[config.mk]
export PLATFORM = sky130hd
export DESIGN_NAME = operator_mixer_flat
export DESIGN_NICKNAME = d
export VERILOG_FILES = /design/src/rtl/opl3_pkg.sv /design/src/rtl/operator_mixer_if.sv /design/src/rtl/operator_feedback.sv /design/src/rtl/operator_mixer.sv /design/src/flat_wrapper.sv
export SDC_FILE = /design/constraint.sdc
export NUM_CORES = 1
export LEC_CHECK = 0
export CELL_PAD_IN_SITES_DETAIL_PLACEMENT = 1
export CELL_PAD_IN_SITES_GLOBAL_PLACEMENT = 1
export CORE_MARGIN = 8
export CORE_UTILIZATION = 30
export CTS_CLUSTER_DIAMETER = 200
export DETAILED_ROUTE_END_ITERATION = 6
export PLACE_DENSITY_LB_ADDON = 0.1
export SLEW_MARGIN = 10
export SYNTH_ARGS = -nofsm -noshare
export SYNTH_HDL_FRONTEND = slang
export SYNTH_HIERARCHICAL = 1
export SYNTH_SLANG_ARGS = --single-unit
[constraint.sdc]
create_clock -name clk -period 26.6 [get_ports clk]
set_input_delay 3.99 -clock clk [delete_from_list [all_inputs] [get_ports clk]]
set_output_delay 3.99 -clock clk [all_outputs]
set_load 0.005 [all_outputs]
[src/rtl/opl3_pkg.sv]
// opl3_pkg: shared operator-slot constants and slot decoding helpers
package opl3_pkg;
  localparam int NUM_BANKS = 2;
  localparam int BANK_NUM_WIDTH = 1;
  localparam int OP_NUM_WIDTH = 5;
  localparam int CH_PER_BANK = 9;
  localparam int OP_OUT_WIDTH = 13;
  localparam logic [OP_NUM_WIDTH-1:0] LAST_OP = 5'd17;
  function automatic logic op_is_carrier(input logic [OP_NUM_WIDTH-1:0] op);
    return op % 5'd6 >= 5'd3;
  endfunction
  function automatic logic [3:0] op_to_channel(input logic [OP_NUM_WIDTH-1:0] op);
    return 4'(op / 5'd6 * 5'd3 + op % 5'd3);
  endfunction
endpackage

[src/rtl/operator_mixer_if.sv]
// operator_mixer_if: operator output stream in, modulation for the next slot back out
interface operator_mixer_if #(
  parameter int OP_W = 13
);
  import opl3_pkg::*;
  logic op_valid;
  logic [BANK_NUM_WIDTH-1:0] bank_num;
  logic [OP_NUM_WIDTH-1:0] op_num;
  logic signed [OP_W-1:0] op_out;
  logic signed [OP_W-1:0] modulation;
  modport master (output op_valid, bank_num, op_num, op_out, input modulation);
  modport slave (input op_valid, bank_num, op_num, op_out, output modulation);
endinterface

[src/rtl/operator_feedback.sv]
// operator_feedback: per-channel modulator history and self-feedback modulation
module operator_feedback import opl3_pkg::*; #(
  parameter int OP_W = 13,
  parameter int CH_PER_BANK = 9
) (
  input  logic clk,
  input  logic rst_n,
  input  logic wr_en,
  input  logic wr_bank,
  input  logic [3:0] wr_ch,
  input  logic signed [OP_W-1:0] wr_data,
  input  logic rd_bank,
  input  logic [3:0] rd_ch,
  input  logic [2:0] fb_lvl,
  output logic signed [OP_W-1:0] fb_mod
);
  logic signed [OP_W-1:0] h0_q [NUM_BANKS][CH_PER_BANK];
  logic signed [OP_W-1:0] h0_d [NUM_BANKS][CH_PER_BANK];
  logic signed [OP_W-1:0] h1_q [NUM_BANKS][CH_PER_BANK];
  logic signed [OP_W-1:0] h1_d [NUM_BANKS][CH_PER_BANK];
  logic signed [OP_W:0] sum;
  always_comb begin
    h0_d = h0_q;
    h1_d = h1_q;
    if (wr_en) begin
      h1_d[wr_bank][wr_ch] = h0_q[wr_bank][wr_ch];
      h0_d[wr_bank][wr_ch] = wr_data;
    end
    sum = (OP_W+1)'(h0_q[rd_bank][rd_ch]) + (OP_W+1)'(h1_q[rd_bank][rd_ch]);
    fb_mod = fb_lvl == 3'd0 ? '0 : OP_W'(sum >>> (4'd9 - 4'(fb_lvl)));
  end
  always_ff @(posedge clk or negedge rst_n)
    if (!rst_n) begin
      h0_q <= '{default: '0};
      h1_q <= '{default: '0};
    end else begin
      h0_q <= h0_d;
      h1_q <= h1_d;
    end
endmodule

[src/rtl/operator_mixer.sv]
// operator_mixer: per-slot modulation routing, channel sums and saturated sample mix
module operator_mixer import opl3_pkg::*; #(
  parameter int OP_W = 13,
  parameter int CH_PER_BANK = 9,
  parameter int SAMPLE_W = 16
) (
  input  logic clk,
  input  logic rst_n,
  input  logic sample_clk_en,
  input  logic is_new,
  operator_mixer_if.slave op_if,
  input  logic [NUM_BANKS-1:0][CH_PER_BANK-1:0] cnt,
  input  logic [NUM_BANKS-1:0][CH_PER_BANK-1:0][2:0] fb,
  output logic channel_valid,
  output logic channel_bank,
  output logic [3:0] channel_num,
  output logic signed [OP_W:0] channel_out,
  output logic sample_valid,
  output logic signed [SAMPLE_W-1:0] sample_out,
  output logic seq_err
);
  localparam int ACC_W = 20;
  localparam logic signed [ACC_W-1:0] S_MAX = ACC_W'(2 ** (SAMPLE_W - 1) - 1);
  localparam logic signed [ACC_W-1:0] S_MIN = ~S_MAX;
  logic bank_q, bank_d, nb;
  logic [OP_NUM_WIDTH-1:0] op_q, op_d, no;
  logic signed [OP_W-1:0] mod_buf_q [3];
  logic signed [OP_W-1:0] mod_buf_d [3];
  logic signed [ACC_W-1:0] acc_q, acc_d;
  logic done_q, done_d, seq_err_q, seq_err_d;
  logic signed [OP_W-1:0] modulation_q, modulation_d, fb_mod;
  logic ch_valid_q, ch_valid_d, ch_bank_q, ch_bank_d;
  logic [3:0] ch_num_q, ch_num_d, ch, nch;
  logic signed [OP_W:0] ch_out_q, ch_out_d, ch_sum;
  logic smp_valid_q, smp_valid_d;
  logic signed [SAMPLE_W-1:0] smp_out_q, smp_out_d;
  logic hit, carrier, last, upd, ncar;
  logic [1:0] mi, nmi;
  always_comb begin
    hit = op_if.op_valid && !sample_clk_en && op_if.bank_num == bank_q && op_if.op_num == op_q;
    carrier = op_is_carrier(op_q);
    ch = op_to_channel(op_q);
    mi = 2'(op_q % 5'd3);
    last = op_q == LAST_OP && (bank_q || !is_new);
    nb = last ? 1'b0 : op_q == LAST_OP ? 1'b1 : bank_q;
    no = op_q == LAST_OP ? '0 : op_q + 5'd1;
    bank_d = sample_clk_en ? 1'b0 : hit ? nb : bank_q;
    op_d = sample_clk_en ? '0 : hit ? no : op_q;
    nch = op_to_channel(op_d);
    ncar = op_is_carrier(op_d);
    nmi = 2'(op_d % 5'd3);
    upd = hit || sample_clk_en;
  end
  // The next modulator slot never belongs to the channel being written, so history is read pre-update.
  operator_feedback #(.OP_W(OP_W), .CH_PER_BANK(CH_PER_BANK)) u_fb (
    .clk(clk),
    .rst_n(rst_n),
    .wr_en(hit && !carrier),
    .wr_bank(bank_q),
    .wr_ch(ch),
    .wr_data(op_if.op_out),
    .rd_bank(bank_d),
    .rd_ch(nch),
    .fb_lvl(fb[bank_d][nch]),
    .fb_mod(fb_mod)
  );
  always_comb begin
    mod_buf_d = mod_buf_q;
    if (hit && !carrier) mod_buf_d[mi] = op_if.op_out;
    ch_sum = cnt[bank_q][ch] ? (OP_W+1)'(mod_buf_q[mi]) + (OP_W+1)'(op_if.op_out) : (OP_W+1)'(op_if.op_out);
    acc_d = ((done_q || sample_clk_en) ? '0 : acc_q) + ((hit && carrier) ? ACC_W'(ch_sum) : '0);
    done_d = hit && carrier && last;
    seq_err_d = seq_err_q || (op_if.op_valid && !sample_clk_en && !hit);
    ch_valid_d = hit && carrier;
    ch_bank_d = ch_valid_d ? bank_q : ch_bank_q;
    ch_num_d = ch_valid_d ? ch : ch_num_q;
    ch_out_d = ch_valid_d ? ch_sum : ch_out_q;
    smp_valid_d = done_q;
    smp_out_d = !done_q ? smp_out_q : acc_q > S_MAX ? SAMPLE_W'(S_MAX) : acc_q < S_MIN ? SAMPLE_W'(S_MIN) : SAMPLE_W'(acc_q);
    modulation_d = !upd ? modulation_q : !ncar ? fb_mod : cnt[bank_d][nch] ? '0 : mod_buf_d[nmi];
  end
  always_ff @(posedge clk or negedge rst_n)
    if (!rst_n) begin
      bank_q <= 1'b0;
      op_q <= '0;
      mod_buf_q <= '{default: '0};
      acc_q <= '0;
      done_q <= 1'b0;
      seq_err_q <= 1'b0;
      modulation_q <= '0;
      ch_valid_q <= 1'b0;
      ch_bank_q <= 1'b0;
      ch_num_q <= '0;
      ch_out_q <= '0;
      smp_valid_q <= 1'b0;
      smp_out_q <= '0;
    end else begin
      bank_q <= bank_d;
      op_q <= op_d;
      mod_buf_q <= mod_buf_d;
      acc_q <= acc_d;
      done_q <= done_d;
      seq_err_q <= seq_err_d;
      modulation_q <= modulation_d;
      ch_valid_q <= ch_valid_d;
      ch_bank_q <= ch_bank_d;
      ch_num_q <= ch_num_d;
      ch_out_q <= ch_out_d;
      smp_valid_q <= smp_valid_d;
      smp_out_q <= smp_out_d;
    end
  assign op_if.modulation = modulation_q;
  assign channel_valid = ch_valid_q;
  assign channel_bank = ch_bank_q;
  assign channel_num = ch_num_q;
  assign channel_out = ch_out_q;
  assign sample_valid = smp_valid_q;
  assign sample_out = smp_out_q;
  assign seq_err = seq_err_q;
endmodule

[src/flat_wrapper.sv]
// flat-port wrapper written by rule: the top's interface ports become plain ports
module operator_mixer_flat import opl3_pkg::*;
#(
  parameter int OP_W = 13,
  parameter int CH_PER_BANK = 9,
  parameter int SAMPLE_W = 16
)
  (clk, rst_n, sample_clk_en, is_new, cnt, fb, channel_valid, channel_bank, channel_num, channel_out, sample_valid, sample_out, seq_err, op_if_op_valid, op_if_bank_num, op_if_op_num, op_if_op_out, op_if_modulation);
  operator_mixer_if #(.OP_W(OP_W)) op_if_i ();
  input  logic clk;
  input  logic rst_n;
  input  logic sample_clk_en;
  input  logic is_new;
  input  logic [NUM_BANKS-1:0][CH_PER_BANK-1:0] cnt;
  input  logic [NUM_BANKS-1:0][CH_PER_BANK-1:0][2:0] fb;
  output logic channel_valid;
  output logic channel_bank;
  output logic [3:0] channel_num;
  output logic signed [OP_W:0] channel_out;
  output logic sample_valid;
  output logic signed [SAMPLE_W-1:0] sample_out;
  output logic seq_err;
  input wire logic [$bits(op_if_i.op_valid)-1:0] op_if_op_valid;
  input wire logic [$bits(op_if_i.bank_num)-1:0] op_if_bank_num;
  input wire logic [$bits(op_if_i.op_num)-1:0] op_if_op_num;
  input wire logic [$bits(op_if_i.op_out)-1:0] op_if_op_out;
  output wire logic [$bits(op_if_i.modulation)-1:0] op_if_modulation;
  assign op_if_i.op_valid = op_if_op_valid;
  assign op_if_i.bank_num = op_if_bank_num;
  assign op_if_i.op_num = op_if_op_num;
  assign op_if_i.op_out = op_if_op_out;
  assign op_if_modulation = op_if_i.modulation;
  operator_mixer #(.OP_W(OP_W), .CH_PER_BANK(CH_PER_BANK), .SAMPLE_W(SAMPLE_W)) u_core (.clk(clk), .rst_n(rst_n), .sample_clk_en(sample_clk_en), .is_new(is_new), .op_if(op_if_i), .cnt(cnt), .fb(fb), .channel_valid(channel_valid), .channel_bank(channel_bank), .channel_num(channel_num), .channel_out(channel_out), .sample_valid(sample_valid), .sample_out(sample_out), .seq_err(seq_err));
endmodule
==> flow_summary.ini, run 1 <==
[critical_path]
cp_data_required_time_ns = 27.10
cpPeakStageDelay_ns = 0.97
critical_path_class = in2reg
critical_path.startpoint_type = input pin
ff_to_ff_end = u_core/op_if.modulation[3]
critPathCaptureType = register
crit_arrival_ns = 15.89
cp-endpoint = u_core/op_if.modulation[3]
ff2ff_setup_slack_ns = 14.27
critical_path_depth = 40
r2r.worst_path.cells = 39
timing.critical_path.buf_inv = 7
critical_path.slowest_cell = sky130_fd_sc_hd__or4b_2
crit_path_start = sample_clk_en
cp_max_fo = 30
cp_top_family = compound AO/OA/AOI/OAI gates
reg2reg_from = u_core/op_q[2]

[grt]
grt.total_usage = 0.192
grt_overflow = 0
grt_max_degree = 179
grt_pass1_vias = 27200
wire_length_of_the_first_global_routing_pass_um = 181000
antenna_found_initial = 2

[power]
comb_power_share = 0.075
power-per-cell-area_nw_per_um2 = 53.9
net-switching-power_uw = 520
power.share.switching = 0.248
pwr-share-clk = 0.496
power.ir.vdd_worst_v = 0.0000430
total_power_mw = 2.10
power_frac_seq = 0.429
power.static_leakage_nw = 16.8
cellInternalPower_mw = 1.58

[routing]
final_wirelength_um = 118000
first_iter_violations = 1325
drt_drc_violations_left = 0
dr.pass1.iters = 5
wire_per_inst_um = 25.8
drt-vias-per-instance = 5.41
antenna_violating_nets_post_route = 0
detailroute.via_count = 24600

[finish]
drive_above_1_share = 0.236
fin_nets = 3175
fill_cells = 12000
area_delta_synth_final_pct = 16.1

[cts]
cts_buffers = 74
cts_setup_buffers = 0
clk_pin_slew_worst_paths_ns = 0.06
clock_tree.buffer_depth = 3
root_buffer = sky130_fd_sc_hd__clkbuf_16
tritoncts_num_sinks = 585
cts_hold_repair.buffers = 0
cts_tree = done
ctsHtreeMaxLevel = 3
cts_repair_resize_count = 0
clock_latency_ns = 0.64

[job]
max_cap_viols = 0

[synthesis]
netlist_instances = 2959
syn_avg_cell_area_um2 = 11.4
synth-warning-count = 6
number_of_enable_flip_flop_cells_after_synthesis = 0
synth_seq_area_share = 0.436
postSynthNetCount = 3129
netlist_area_um2 = 33600
synth.ff_latch_count = 585
synth_cell_types = 101
dominantRegCellSynth = sky130_fd_sc_hd__dfrtp_1
ys_async_sr_fraction = 1.00

[die]
core_area_um2 = 111000
number_of_ports_placed_on_the_die_boundary = 147
die-width_um = 351
fp-row-count = 122
die_area_um2 = 123000
initial_core_utilization = 0.303
die_height_um = 351

[timing]
worst_pin_slew_ns = 1.21
finalHoldWorstSlack_ns = 0.472
max-slew-margin-rel = 0.190
max_clock_freq_ghz = 0.0650
timing_hold_violations_final = 0
finalCritPeriodShare = 0.578
period_needed_ns = 15.39
timing.clock.skew_ns = 0.0230
setup_total_negative_slack_ns = 0
grt_setup_unrepaired = no
final-setup-viol-count = 0
report.final.slew_viol_count = 0

[placement]
place.gp.congestion = 0.846
io_buffer_count = 146
detailed_place_hpwl_um = 75100

[status]
outcome = finished, final reports clean

[hold_path]
worst_hold_check_path_type = reg2reg
hold_depth = 2
## power by group through the flow
stage	logic (mW)	registers, mW	clock network (mW)
after global placement	0.157	0.918	0
after floorplan	0.0780	0.917	0
final	0.158	0.902	1.04
after detailed placement	0.160	0.918	0
after global routing	0.173	0.903	1.11
after CTS	0.160	0.902	1.08
## metal layers
metal  GRT usage  share of wire  up-vias
met5           0       0.000085        -
met4      0.0498          0.022        2
met3      0.0271          0.035      132
met2       0.316           0.47      409
met1       0.265           0.47    13100
li1            -              -    11000
## cells in the final DEF (no fill, tap or decap), drive strengths merged, types with 15 or more instances in the layout
cell type | netlist | routed
o21ai | 203 | 203
dfrtp | 585 | 585
mux2 | 259 | 259
ha | 65 | 65
nand2 | 252 | 252
nor2 | 218 | 218
o221ai | 16 | 16
and2 | 40 | 40
inv | 114 | 118
xnor2 | 28 | 28
o22ai | 54 | 54
mux2i | 124 | 124
o31ai | 22 | 22
a21o | 24 | 24
nor3 | 40 | 40
buf | 93 | 55
a211oi | 17 | 17
nor2b | 15 | 15
o211ai | 18 | 18
clkbuf | 137 | 107
a21oi | 143 | 143
mux4 | 207 | 207
a31oi | 27 | 27
xor2 | 19 | 19
clkdlybuf4s50 | 0 | 145
nand2b | 24 | 24
a22oi | 15 | 15
## cell type report
cell class / instances / area (um^2) / share of cell area
Multi-Input combinational cell: 2027 / 17600 / 0.452
Clock buffer: 107 / 2160 / 0.0554
Timing Repair Buffer: 200 / 1910 / 0.0490
Clock inverter: 25 / 344 / 0.00883
Sequential cell: 585 / 14600 / 0.376
Inverter: 117 / 439 / 0.0113
Tap cell: 1488 / 1860 / 0.0478
Antenna cell: 1 / 2.50 / 0.0000642
## per-stage QoR
stage | util | std cells | cell area [um^2] | setup WS [ns]
final | 0.352 | 4550 | 39000 | 11.21
after global routing | 0.352 | 4549 | 39000 | 10.29
after CTS | 0.352 | 4549 | 39000 | 11.26
after detailed placement | 0.329 | 4417 | 36500 | 10.59
after global placement | 0.329 | 4417 | 36500 | 10.89
after floorplan | - | 2959 | 33600 | 13.13
## worst min path at each step
stage | to | slack [ns] | start
after global routing | u_core/channel_out[2] | 0.50 | u_core/channel_out[2]
after global placement | u_core/u_fb/h1_q[223] | 0.46 | u_core/u_fb/h1_q[223]
after floorplan | u_core/sample_valid | 0.35 | u_core/done_q
final | u_core/u_fb/h1_q[168] | 0.47 | u_core/u_fb/h1_q[168]
after detailed placement | u_core/u_fb/h1_q[168] | 0.47 | u_core/u_fb/h1_q[168]
after CTS | u_core/u_fb/h1_q[168] | 0.48 | u_core/u_fb/h1_q[168]
## flip-flops by register name, indices dropped and copies added (netlist names)
signal / flops
u_core/op_q: 5
u_core/channel_out: 14
u_core/channel_valid: 1
u_core/sample_out: 16
u_core/sample_valid: 1
u_core/done_q: 1
u_core/u_fb/h1_q: 234
u_core/op_if.modulation: 13
u_core/channel_num: 4
u_core/u_fb/h0_q: 234
u_core/channel_bank: 1
u_core/mod_buf_q: 39
u_core/seq_err: 1
u_core/bank_q: 1
u_core/acc_q: 20
## tightest hold or removal path: stages, from the launching register on
cell and delay, ns:
sky130_fd_sc_hd__dfrtp_1 0.33, sky130_fd_sc_hd__nand2_1 0.05, sky130_fd_sc_hd__o21ai_0 0.06
## cells by family after synthesis
logic type | Yosys count | share of synthesized area
and+or+nand+nor | 685 | 0.0942
AOI/OAI and AO/OA | 631 | 0.121
muxes | 590 | 0.263
DFF | 585 | 0.436
buffers and inverters | 347 | 0.0444
adders and majority gates | 74 | 0.0296
xor gates and xnor gates | 47 | 0.0127
## synth_stat cells (7+ instances only)
library cell	n	area share
sky130_fd_sc_hd__dfrtp_1	585	0.44
sky130_fd_sc_hd__mux2_2	254	0.085
sky130_fd_sc_hd__nand2_1	252	0.028
sky130_fd_sc_hd__mux4_2	207	0.14
sky130_fd_sc_hd__nor2_1	205	0.023
sky130_fd_sc_hd__o21ai_0	187	0.028
sky130_fd_sc_hd__a21oi_1	140	0.021
sky130_fd_sc_hd__clkbuf_1	137	0.015
sky130_fd_sc_hd__mux2i_1	123	0.037
sky130_fd_sc_hd__inv_1	113	0.013
sky130_fd_sc_hd__buf_2	65	0.0097
sky130_fd_sc_hd__ha_1	65	0.024
sky130_fd_sc_hd__o22ai_1	54	0.010
sky130_fd_sc_hd__and2_1	40	0.0074
sky130_fd_sc_hd__nor3_1	39	0.0058
sky130_fd_sc_hd__xnor2_1	26	0.0068
sky130_fd_sc_hd__a31oi_1	25	0.0047
sky130_fd_sc_hd__a21o_1	24	0.0054
sky130_fd_sc_hd__nand2b_1	24	0.0045
sky130_fd_sc_hd__xor2_1	19	0.0050
sky130_fd_sc_hd__o211ai_1	18	0.0040
sky130_fd_sc_hd__a211oi_1	16	0.0036
sky130_fd_sc_hd__o221ai_1	16	0.0042
sky130_fd_sc_hd__a22oi_1	15	0.0034
sky130_fd_sc_hd__buf_4	15	0.0034
sky130_fd_sc_hd__nor2b_1	15	0.0028
sky130_fd_sc_hd__nand3_1	14	0.0021
sky130_fd_sc_hd__o21ai_1	14	0.0021
sky130_fd_sc_hd__nor2_2	13	0.0024
sky130_fd_sc_hd__nor4_1	13	0.0024
sky130_fd_sc_hd__o32a_1	13	0.0039
sky130_fd_sc_hd__o31ai_2	12	0.0045
sky130_fd_sc_hd__or3_1	12	0.0022
sky130_fd_sc_hd__nor3b_1	10	0.0022
sky130_fd_sc_hd__o21a_1	10	0.0022
sky130_fd_sc_hd__o31ai_1	10	0.0022
sky130_fd_sc_hd__and3_1	9	0.0017
sky130_fd_sc_hd__fa_1	9	0.0054
sky130_fd_sc_hd__or2_2	8	0.0015
sky130_fd_sc_hd__a2111oi_0	7	0.0018
sky130_fd_sc_hd__buf_6	7	0.0023
(Power assumes the default switching activity.)
==> run 2: changes to the inputs <==
==> constraint.sdc (replaced) <==
create_clock -name clk -period 13.23 [get_ports clk]
set_input_delay 1.9845 -clock clk [delete_from_list [all_inputs] [get_ports clk]]
set_output_delay 1.9845 -clock clk [all_outputs]
set_load 0.005 [all_outputs]
==> run 2 against run 1 <==
  * Utilization grew 0.21 points
  * Total power grew 100%
  * Non-clock buffer count grew 19
  * Sequential power grew 100%
  * Cell area grew 0.60%
  * Setup slack lost 10 ns
  * Clock power grew 110%
  * Critical path type unchanged
==> flow_summary.ini, run 2 (synthesized netlist as in run 1, its figures left out) <==
[grt]
grt_max_degree = 170
grt.total_usage = 0.194
grt_overflow = 0
antenna_found_initial = 1
grt_pass1_vias = 27200
wire_length_of_the_first_global_routing_pass_um = 182000

[die]
die_height_um = 351
fp-row-count = 122
die-width_um = 351
core_area_um2 = 111000
number_of_ports_placed_on_the_die_boundary = 147
initial_core_utilization = 0.303
die_area_um2 = 123000

[status]
outcome = finished, final reports clean

[finish]
top_library_cells_by_usage_in_the_layout_fill_and_taps_aside = sky130_fd_sc_hd__dfrtp_1 (584), sky130_fd_sc_hd__mux2_2 (254), sky130_fd_sc_hd__nand2_1 (243), sky130_fd_sc_hd__mux4_2 (207), sky130_fd_sc_hd__nor2_1 (202)
layoutNonFillerInstCount = 4570
fin_nets = 3195
drive_above_1_share = 0.239
antenna_cells_inserted = 0
top_regs = u_core/u_fb/h0_q (234), u_core/u_fb/h1_q (234), u_core/mod_buf_q (39)
layout.cells.most_common = sky130_fd_sc_hd__dfrtp_1
fill_cells = 12000
area_delta_synth_final_pct = 16.8

[timing]
post-route-worst-setup-slack_ns = 1.04
period_needed_ns = 12.19
timing.clock.skew_ns = 0.0201
max_clock_freq_ghz = 0.0820
report.final.slew_viol_count = 0
setup_total_negative_slack_ns = 0
timing_hold_violations_final = 0
final-setup-viol-count = 0
worst_pin_slew_ns = 1.18
finalHoldWorstSlack_ns = 0.472
max-slew-margin-rel = 0.209
finalCritPeriodShare = 0.922
grt_setup_unrepaired = no

[cts]
cts_tree = done
cts_buffers = 75
cts_hold_repair.buffers = 0
clk_pin_slew_worst_paths_ns = 0.06
cts_repair_resize_count = 0
root_buffer = sky130_fd_sc_hd__clkbuf_16
ctsHtreeMaxLevel = 3
clock_latency_ns = 0.64
cts_setup_buffers = 0
tritoncts_num_sinks = 585
clock_tree.buffer_depth = 3

[routing]
detailroute.via_count = 24700
dr.pass1.iters = 5
first_iter_violations = 1634
drt_drc_violations_left = 0
antenna_violating_nets_post_route = 0
final_wirelength_um = 119000
wire_per_inst_um = 26.1
drt-vias-per-instance = 5.41

[power]
net-switching-power_mw = 1.04
cellInternalPower_mw = 3.24
power.static_leakage_nw = 16.9
pwr-share-clk = 0.502
power.share.switching = 0.243
power-per-cell-area_nw_per_um2 = 109
comb_power_share = 0.075
power_frac_seq = 0.424
power.ir.vdd_worst_v = 0.0000814

[hold_path]
hold_start = u_core/seq_err
hold_depth = 1
whs_endpoint = u_core/seq_err
worst_hold_check_path_type = reg2reg

[critical_path]
critical_path_class = in2reg
r2r.worst_path.cells = 38
ff_to_ff_end = u_core/op_if.modulation[0]
critPathCaptureType = register
cp_max_fo = 26
reg2reg_from = u_core/op_q[2]
critical_path.slowest_cell = sky130_fd_sc_hd__or4b_2
cpPeakStageDelay_ns = 0.59
crit_path_start = sample_clk_en
ff2ff_setup_slack_ns = 1.98
cp_data_required_time_ns = 13.73
critical_path.startpoint_type = input pin
crit_arrival_ns = 12.70

[job]
max_cap_viols = 0

[placement]
detailed_place_hpwl_um = 76100
io_buffer_count = 146
place_ws_ns = 0.580
place.gp.congestion = 0.853
post-place-cells = 4436
-- run 2: metal layers --
layer	GRT usage	wire length (um)	up-vias
li1	-	-	11000
met1	0.264	54900	13100
met2	0.323	56900	491
met3	0.0268	4600	151
met4	0.0561	3070	0
met5	0	0	-
-- run 2: stage by stage --
| stage | utilization | power [mW] | cell area, um^2 |
|---|---|---|---|
| 3_3_place_gp | 0.331 | 2.16 | 36700 |
| 6_report | 0.354 | 4.28 | 39200 |
| 5_1_grt | 0.354 | 4.46 | 39200 |
| 2_1_floorplan | - | 2.00 | 33600 |
| 4_1_cts | 0.354 | 4.37 | 39200 |
| 3_5_place_dp | 0.331 | 2.17 | 36700 |
-- run 2: how the worst max path moves through the flow --
stage,end,slack (ns),cells after the start
floorplan,u_core/op_if.modulation[2],1.77,44
global placement,u_core/op_if.modulation[0],0.81,39
detailed placement,u_core/op_if.modulation[3],0.58,40
CTS,u_core/op_if.modulation[1],1.24,39
global route,u_core/op_if.modulation[0],0.49,40
finish,u_core/op_if.modulation[0],1.04,40
-- run 2: power groups by stage --
stage	Sequential [mW]	Combinational, mW	Clock [mW]
after floorplan	1.84	0.157	0
after global placement	1.84	0.316	0
after detailed placement	1.84	0.323	0
after CTS	1.81	0.325	2.23
after global routing	1.81	0.349	2.30
final	1.81	0.319	2.15
-- run 2: area by class of cell --
| cell class | count | area (um^2) | area share |
|---|---|---|---|
| clock inverters | 22 | 387 | 0.00986 |
| inverters | 117 | 439 | 0.0112 |
| multi-input cells | 2027 | 17600 | 0.449 |
| flip-flops and latches | 585 | 14600 | 0.373 |
| clock buffers | 112 | 2180 | 0.0555 |
| well taps | 1488 | 1860 | 0.0475 |
| repair buffers | 219 | 2100 | 0.0536 |
-- run 2: critical path: cells and delay by family --
| family | cells | cell delay, ns |
|---|---|---|
| AOI/OAI and AO/OA | 13 | 2.86 |
| xor gates and xnor gates | 3 | 0.64 |
| adders and majority gates | 7 | 2.54 |
| and+or+nand+nor | 10 | 3.28 |
| buffers and inverters | 7 | 1.36 |
==> run 3: changes to the inputs <==
--- a/config.mk
+++ b/config.mk
@@ -8,10 +8,10 @@
 export CELL_PAD_IN_SITES_DETAIL_PLACEMENT = 1
 export CELL_PAD_IN_SITES_GLOBAL_PLACEMENT = 1
 export CORE_MARGIN = 8
-export CORE_UTILIZATION = 30
+export CORE_UTILIZATION = 40
 export CTS_CLUSTER_DIAMETER = 200
 export DETAILED_ROUTE_END_ITERATION = 6
-export PLACE_DENSITY_LB_ADDON = 0.1
+export PLACE_DENSITY_LB_ADDON = 0.05
 export SLEW_MARGIN = 10
 export SYNTH_ARGS = -nofsm -noshare
 export SYNTH_HDL_FRONTEND = slang
==> run 3 against run 2 <==
  * Clock power decreased by 4%
  * Non-clock buffer count shrank 4
  * Cell area down 1.7%
  * Maximum frequency shrank 0.81%
  * Setup slack got worse by 0.099 ns
  * Combinational power fell by 2%
  * Register-to-register slack worse by 0.41 ns
==> flow_summary.ini, run 3 (synthesized netlist as in run 1, its figures left out) <==
[status]
outcome = finished, final reports clean

[placement]
postPlaceCellArea_um2 = 36100
io_buffer_count = 146
place.gp.congestion = 0.876
detailed_place_hpwl_um = 72700

[cts]
cts_setup_buffers = 0
cts_hold_repair.buffers = 0
clk_pin_slew_worst_paths_ns = 0.05
clock_latency_ns = 0.62
ctsHtreeMaxLevel = 3
cts_buffers = 72
root_buffer = sky130_fd_sc_hd__clkbuf_16
clock_tree.buffer_depth = 3
cts_tree = done
cts_repair_resize_count = 0
tritoncts_num_sinks = 585

[hold_path]
hold_depth = 2
worst_hold_check_path_type = reg2reg
whs_endpoint = u_core/channel_num[1]
hold_start = u_core/channel_num[1]

[timing]
report.final.slew_viol_count = 0
period_needed_ns = 12.29
timing_hold_violations_final = 0
grt_setup_unrepaired = no
finalCritPeriodShare = 0.929
max-slew-margin-rel = 0.183
timing.clock.skew_ns = 0.0223
max_clock_freq_ghz = 0.0814
worst_pin_slew_ns = 1.22
final-setup-viol-count = 0
setup_total_negative_slack_ns = 0

[power]
power.static_leakage_nw = 16.9
power-per-cell-area_nw_per_um2 = 109
pwr-share-clk = 0.491
power.share.switching = 0.246
power_frac_seq = 0.434
power.ir.vdd_worst_v = 0.0000867
comb_power_share = 0.075
cellInternalPower_mw = 3.15
net-switching-power_mw = 1.03

[critical_path]
cp_data_required_time_ns = 13.71
critical_path_class = in2reg
cp_max_fo = 26
crit_arrival_ns = 12.77
critical_path.startpoint_type = input pin
ff2ff_setup_slack_ns = 1.57
reg2reg_from = u_core/op_q[1]
critical_path.slowest_cell = sky130_fd_sc_hd__or4b_2
r2r.worst_path.cells = 38
ff_to_ff_end = u_core/op_if.modulation[8]
critPathCaptureType = register
cpPeakStageDelay_ns = 0.97

[finish]
layout.cells.most_common = sky130_fd_sc_hd__dfrtp_1
drive_above_1_share = 0.243
area_delta_synth_final_pct = 14.8
fin_nets = 3188
final_cell_area_um2 = 38600
top_library_cells_by_usage_in_the_layout_fill_and_taps_aside = sky130_fd_sc_hd__dfrtp_1 (584), sky130_fd_sc_hd__mux2_2 (254), sky130_fd_sc_hd__nand2_1 (243), sky130_fd_sc_hd__mux4_2 (207), sky130_fd_sc_hd__nor2_1 (202)
top_regs = u_core/u_fb/h0_q (234), u_core/u_fb/h1_q (234), u_core/mod_buf_q (39)
fin_util = 0.462

[routing]
dr.pass1.iters = 5
drt_drc_violations_left = 0
antenna_violating_nets_post_route = 0
final_wirelength_um = 112000
drt-vias-per-instance = 5.99
wire_per_inst_um = 26.9
first_iter_violations = 1593
detailroute.via_count = 24900

[grt]
grt_overflow = 0
wire_length_of_the_first_global_routing_pass_um = 173000
grt_max_degree = 177
grt.total_usage = 0.238
grt_pass1_vias = 27100
antenna_found_initial = 1

[die]
die-width_um = 306
core_area_um2 = 83400
die_height_um = 306
fp-row-count = 106
die_area_um2 = 93500
number_of_ports_placed_on_the_die_boundary = 147
initial_core_utilization = 0.403

[job]
max_cap_viols = 0
[run 3: power by group through the flow]
stage / Combinational, mW / Clock (mW) / Sequential, mW
after CTS: 0.316 / 2.12 / 1.81
after detailed placement: 0.314 / 0 / 1.85
after global routing: 0.341 / 2.18 / 1.82
after global placement: 0.309 / 0 / 1.85
final: 0.314 / 2.06 / 1.81
after floorplan: 0.157 / 0 / 1.84
[run 3: routing by layer]
| layer | routed length (um) | vias to the layer above | global-route usage |
|---|---|---|---|
| met5 | 13 | - | 0 |
| met4 | 1820 | 2 | 0.0459 |
| met3 | 4620 | 144 | 0.0342 |
| met2 | 53600 | 540 | 0.393 |
| met1 | 51600 | 13200 | 0.335 |
| li1 | - | 11000 | - |
[run 3: final cells by class]
class	count	area, um^2
diodes	1	2.50
clock buffers	100	2130
clock inverters	31	354
fillers	8769	44900
inverters	117	439
multi-input cells	2027	17600
flip-flops and latches	585	14600
well taps	1080	1350
repair buffers	215	2030
[run 3: how the worst max path moves through the flow]
stage	from	end	slack, ns	depth (start not counted)
CTS	op_if_op_num[2]	u_core/op_if.modulation[8]	1.05	39
global placement	op_if_op_num[2]	u_core/op_if.modulation[8]	0.63	39
floorplan	op_if_op_num[2]	u_core/op_if.modulation[2]	1.77	44
global route	op_if_op_num[2]	u_core/op_if.modulation[10]	0.48	39
finish	op_if_op_num[2]	u_core/op_if.modulation[8]	0.94	39
detailed placement	op_if_op_num[2]	u_core/op_if.modulation[8]	0.47	39
[run 3: per-stage QoR]
step | total power [mW] | instances | hold slack [ns] | setup slack, ns
final | 4.18 | 4156 | 0.474 | 0.938
after global routing | 4.34 | 4155 | 0.498 | 0.484
after CTS | 4.25 | 4155 | 0.477 | 1.05
after detailed placement | 2.16 | 4024 | 0.462 | 0.467
after global placement | 2.16 | 4024 | 0.456 | 0.628
after floorplan | 2.00 | 2959 | 0.352 | 1.77
[run 3: critical path, delay by kind of cell]
kind,cells,cell delay (ns)
AOI/OAI and AO/OA,12,3.16
buffers and inverters,7,1.25
xor gates and xnor gates,4,0.80
and+or+nand+nor,10,3.40
adders and majority gates,6,2.14
